==> config.mk <==
export PLATFORM = sky130hd
export DESIGN_NAME = btn_led_ctrl
export DESIGN_NICKNAME = d
export VERILOG_FILES = /design/src/rtl/btn_led_ctrl_pkg.sv /design/src/rtl/btn_led_ctrl_debounce.sv /design/src/rtl/btn_led_ctrl.sv
export SDC_FILE = /design/constraint.sdc
export NUM_CORES = 1
export LEC_CHECK = 0
export ABC_AREA = 0
export CORE_ASPECT_RATIO = 1.1
export CORE_UTILIZATION = 35
export DETAILED_ROUTE_END_ITERATION = 16
export SYNTH_ARGS = -nofsm -noshare
export SYNTH_HDL_FRONTEND = slang
export SYNTH_HIERARCHICAL = 1
export SYNTH_SLANG_ARGS = --single-unit
==> constraint.sdc <==
create_clock -name clk_i -period 3 [get_ports clk_i]
set_input_delay 0.3 -clock clk_i [delete_from_list [all_inputs] [get_ports clk_i]]
set_output_delay 0.3 -clock clk_i [all_outputs]
set_load 0.02 [all_outputs]
==> src/rtl/btn_led_ctrl_pkg.sv <==
// Shared types and constants for the button/LED controller.
// Optional input synchronizer is enabled with BTN_LED_CTRL_SYNC_EN.
package btn_led_ctrl_pkg;

    localparam int LED_W = 5;
    localparam int BTN_N = 3;

    typedef enum logic [1:0] {
        IDLE  = 2'd0,
        XOR   = 2'd1,
        COUNT = 2'd2,
        BLINK = 2'd3
    } mode_e;

endpackage

==> src/rtl/btn_led_ctrl_debounce.sv <==
// One-button synchronizer, debouncer and press-pulse generator.
// Define BTN_LED_CTRL_SYNC_EN to insert a two-flop synchronizer.
module debounce #(
    parameter int DEBOUNCE_CYCLES_P = 120000
) (
    input  logic clk_i,
    input  logic reset_i,
    input  logic button_async_unsafe_i,
    output logic level_o,
    output logic press_o
);

    localparam int CW = (DEBOUNCE_CYCLES_P > 1) ? $clog2(DEBOUNCE_CYCLES_P) : 1;
    localparam logic [CW-1:0] LAST = CW'(DEBOUNCE_CYCLES_P - 1);

    logic          sync;
    logic          level;
    logic [CW-1:0] cnt;
    logic          accept;

`ifdef BTN_LED_CTRL_SYNC_EN
    logic meta;

    always_ff @(posedge clk_i) begin
        if (reset_i) begin
            meta <= 1'b0;
            sync <= 1'b0;
        end else begin
            meta <= button_async_unsafe_i;
            sync <= meta;
        end
    end
`else
    assign sync = button_async_unsafe_i;
`endif

    // The pulse fires on the same edge the new level is accepted.
    assign accept = (sync != level) && (cnt == LAST);

    always_ff @(posedge clk_i) begin
        if (reset_i) begin
            cnt   <= '0;
            level <= 1'b0;
        end else if (sync == level) begin
            cnt <= '0;
        end else if (accept) begin
            cnt   <= '0;
            level <= sync;
        end else begin
            cnt <= cnt + 1'b1;
        end
    end

    assign level_o = level;
    assign press_o = accept & sync;

endmodule

==> src/rtl/btn_led_ctrl.sv <==
// Three-button mode controller driving five LEDs (IDLE/XOR/COUNT/BLINK).
// Define BTN_LED_CTRL_SYNC_EN to synchronize the raw button inputs.
module btn_led_ctrl
    import btn_led_ctrl_pkg::*;
#(
    parameter int DEBOUNCE_CYCLES_P = 120000,
    parameter int BLINK_CYCLES_P    = 6000000
) (
    input  logic             clk_i,
    input  logic             reset_i,
    input  logic [2:0]       button_async_unsafe_i,
    output logic [LED_W-1:0] led_o,
    output logic [1:0]       mode_o
);

    localparam int BW = (BLINK_CYCLES_P > 1) ? $clog2(BLINK_CYCLES_P) : 1;
    localparam logic [BW-1:0] BLAST = BW'(BLINK_CYCLES_P - 1);

    logic [BTN_N-1:0] level;
    logic [BTN_N-1:0] press;
    logic             unused_level;

    mode_e         state;
    mode_e         state_next;
    logic [3:0]    count;
    logic [BW-1:0] blink_cnt;
    logic          blink_pat;

    for (genvar i = 0; i < BTN_N; i++) begin : g_btn
        debounce #(
            .DEBOUNCE_CYCLES_P(DEBOUNCE_CYCLES_P)
        ) u_debounce (
            .clk_i                (clk_i),
            .reset_i              (reset_i),
            .button_async_unsafe_i(button_async_unsafe_i[i]),
            .level_o              (level[i]),
            .press_o              (press[i])
        );
    end

    assign unused_level = level[2];

    always_ff @(posedge clk_i) begin
        if (reset_i) begin
            state <= IDLE;
        end else begin
            state <= state_next;
        end
    end

    always_comb begin
        state_next = state;
        if (press[2]) begin
            unique case (state)
                IDLE:  state_next = XOR;
                XOR:   state_next = COUNT;
                COUNT: state_next = BLINK;
                BLINK: state_next = IDLE;
            endcase
        end
    end

    // A mode press on the same cycle masks any count press.
    always_ff @(posedge clk_i) begin
        if (reset_i) begin
            count <= 4'h0;
        end else if (state_next == COUNT && state != COUNT) begin
            count <= 4'h0;
        end else if (state == COUNT && !press[2]) begin
            unique case ({press[0], press[1]})
                2'b10:   count <= count + 4'h1;
                2'b01:   count <= count - 4'h1;
                default: count <= count;
            endcase
        end
    end

    always_ff @(posedge clk_i) begin
        if (reset_i) begin
            blink_cnt <= '0;
            blink_pat <= 1'b0;
        end else if (state_next == BLINK && state != BLINK) begin
            blink_cnt <= '0;
            blink_pat <= 1'b0;
        end else if (state == BLINK) begin
            if (blink_cnt == BLAST) begin
                blink_cnt <= '0;
                blink_pat <= ~blink_pat;
            end else begin
                blink_cnt <= blink_cnt + 1'b1;
            end
        end
    end

    always_comb begin
        led_o = '0;
        unique case (state)
            IDLE:  led_o = '0;
            XOR:   led_o = {1'b1, 3'b000, level[0] ^ level[1]};
            COUNT: led_o = {1'b1, count};
            BLINK: led_o = {1'b1, {4{blink_pat}}};
        endcase
    end

    assign mode_o = state;

endmodule

==> reports/qor.csv <==
stage;metric;value;unit
clock_tree;cts_buffers;9;
logic_synthesis;synth-edff-count;0;
place;io_buffers;11;
timing;slew_viol_final;0;
global_route;grt_max_degree;17;
global_route;grtUsageTotal;0.143;
global_route;antenna_found_initial;0;
place;dp_hpwl;5810;um
power_and_ir_drop;fin_total_pwr;2490;uW
status;status;finished, final reports clean;
critical_path;end_kind;flop;
power_and_ir_drop;pwr-share-seq;0.451;
clock_tree;cts_root_buf;clkbuf_16;
clock_tree;clk_pin_slew;0.07;ns
layout;syn2layout_area_growth;18.1;%
critical_path;cp_max_fo;5;
detailed_routing;drcViolationCount;0;
critical_path;crit_path_start_kind;flop;
logic_synthesis;ys_seq_elements;84;
logic_synthesis;syn_avg_cell_area;8.90;um2
clock_tree;cts_max_path_buffers;2;
power_and_ir_drop;clockPowerShare;0.530;
critical_path;worst-setup-path-type;reg2reg;
logic_synthesis;syn_inst;473;
die;fp.coreArea;11600;um2
timing;clock_skew;0.00873;ns
layout;final-instance-count-excl-fill;659;
power_and_ir_drop;ir_drop;0.272;mV
run;maxCapViolations;0;
detailed_routing;ant_nets;0;
worst_hold_path;min_path_type;reg2reg;
logic_synthesis;yosys_warnings;6;
detailed_routing;wl_per_cell;12.5;um
power_and_ir_drop;p_int;2000;uW
logic_synthesis;ys_seq_area_frac;0.399;
logic_synthesis;async_flop_share;0;
timing;hold_violations;0;
critical_path;cpMostUsedCell;xor2_1;
timing;fmax;0.344;GHz
logic_synthesis;syn-cell-area;4210;um2
timing;finalSetupViolCount;0;
logic_synthesis;syn_nets;489;
logic_synthesis;synth-main-ff-cell;dfxtp_1;
timing;fin_crit;2.91;ns
die;die_h;117;um
clock_tree;post_cts_buffers;0;
die;io_pins;12;
timing;whs;0.466;ns
logic_synthesis;ys_types;51;
timing;final.period_utilization;0.969;
timing;relSlewSlack;0.571;
layout;layout-drive-gt1-share;0.122;
detailed_routing;drt-vias-per-instance;5.08;
clock_tree;cts_tree;yes;
power_and_ir_drop;comb_power_share;0.019;
detailed_routing;first_iter_violations;185;
timing;worstMarginPinSlew;0.643;ns
critical_path;critPathSlowestCell;or4_4;
layout;nNetsFinal;520;
die;initial_core_util;0.363;
power_and_ir_drop;switching_share;0.197;
power_and_ir_drop;powerDensity;500;nW/um2
die;rows;41;
clock_tree;cts_hold_buf;0;
detailed_routing;num_vias;3346;
timing;tns;0;ns
clock_tree;clock_latency;0.34;ns
critical_path;worstPathRequired;3.27;ns
layout;final_util;0.429;
critical_path;worstPathArrival;3.18;ns
clock_tree;clock-sinks;84;
clock_tree;cts.htree.levels;3;
die;die_w;107;um
detailed_routing;drtPass1Iterations;4;
power_and_ir_drop;total_switching_power;491;uW
detailed_routing;wl;8250;um
global_route;gr-total-overflow;0;
critical_path;worstPathCellList;or4b_1, or4_4, nor3_4, ha_2, xor2_1, ha_1, a21oi_2, xor2_1, or3_1, a21oi_1;
die;die-area;12500;um2
place;dp.cells;643;
power_and_ir_drop;power_leakage;0.00159;uW
place;place_congestion;0.771;
global_route;grt_pass1_wl;14400;um
critical_path;max_stage_delay;0.56;ns
layout;diodes;0;
global_route;grt_pass1_vias;3161;
layout make-up:
| cell class | count | area, um2 |
|---|---|---|
| timing repair buffer | 29 | 245 |
| inverter | 22 | 82.6 |
| multi-input combinational | 358 | 2420 |
| clock inverter | 5 | 106 |
| clock buffer | 11 | 253 |
| tap | 150 | 188 |
| fill | 1144 | 6620 |
| sequential | 84 | 1680 |
layout by cell type, fill, tap and decap left out, types with 10 or more instances in the layout:
cell and instances:
or3_1 11, nand4_1 17, buf_4 18, xnor2_1 53, nor2_1 85, nand2_1 29, dfxtp_1 84, inv_1 22
a21oi_1 14, nor3_1 17, ha_1 10, xor2_1 10, nor4_1 14, clkdlybuf4s50_1 11, nand3_1 17
power groups by stage:
stage	sequential, uW	clock [uW]	combinational (uW)
detailed placement	1150	0	46.4
CTS	1120	1350	46.9
finish	1120	1320	46.4
floorplan	1150	0	32.4
global route	1120	1400	52.4
global placement	1150	0	45.9
state kept, by name, indices dropped and copies added, names as in the netlist:
name,cells
blink_pat,1
mode_o,2
blink_cnt,23
count,4
g_btn.u_debounce/cnt,51
g_btn.u_debounce/level_o,3
final timing paths:
kind | start | to | slack (ns) | cells after the start
min reg2reg | g_btn[0].u_debounce/cnt[0] | g_btn[0].u_debounce/cnt[0] | 0.47 | 1
max | g_btn[1].u_debounce/cnt[9] | count[2] | 0.09 | 10
min | g_btn[0].u_debounce/cnt[0] | g_btn[0].u_debounce/cnt[0] | 0.47 | 1
max reg2reg | g_btn[1].u_debounce/cnt[9] | count[2] | 0.09 | 10
timing repair:
item | in CTS | in global routing
gates resized for setup | 1 | 8
pin swaps | 0 | 1
endpoints found under the setup margin | 1 | 2
stage by stage:
| step | area, um2 | setup WS [ns] |
|---|---|---|
| 5_1_grt | 4970 | -0.0181 |
| 3_5_place_dp | 4570 | -0.148 |
| 3_3_place_gp | 4570 | -0.0423 |
| 4_1_cts | 4930 | 0.0146 |
| 6_report | 4970 | 0.0920 |
| 2_1_floorplan | 4210 | 0.109 |
worst max-delay path: cells and delay by family (launching register included):
| family | cells | cell delay (ns) |
|---|---|---|
| AO/OA/AOI/OAI | 2 | 0.18 |
| XOR/XNOR | 2 | 0.31 |
| adder cells (fa/ha/maj) | 2 | 0.44 |
| flip-flops | 1 | 0.35 |
| AND/OR/NAND/NOR | 4 | 1.55 |
kinds of logic after synthesis:
group                      after synthesis  synth area share
and+or+nand+nor                        235             0.307
DFF                                     84             0.399
xor gates and xnor gates                63             0.131
AOI/OAI and AO/OA                       45            0.0832
buffers and inverters                   31            0.0369
adders and majority gates               11            0.0327
muxes                                    4           0.00951
Yosys cell counts, types with 4 or more instances:
cell	count	area (um2)
nand4_1	17	106
nor3_1	17	85.1
inv_1	22	82.6
or3_1	11	68.8
nand3_1	17	85.1
nor4_1	14	87.6
xor2_1	10	87.6
a21oi_1	15	75.1
xnor2_1	53	464
o21ai_0	8	40.0
dfxtp_1	84	1680
nand2_1	29	109
and3_1	6	37.5
o221ai_1	4	35.0
mux2i_1	4	40.0
ha_1	11	138
nor2_1	85	319
buf_6	4	45.0
buf_2	4	20.0
routing by layer:
| layer | track usage | vias up | routed length, um |
|---|---|---|---|
| li1 | - | 1723 | - |
| met4 | 0.0548 | 0 | 121 |
| met3 | 0.0354 | 10 | 251 |
| met1 | 0.180 | 1577 | 4000 |
| met2 | 0.237 | 36 | 3880 |
| met5 | 0 | - | 0 |
No activity file was read; power rests on OpenSTA's default activity.
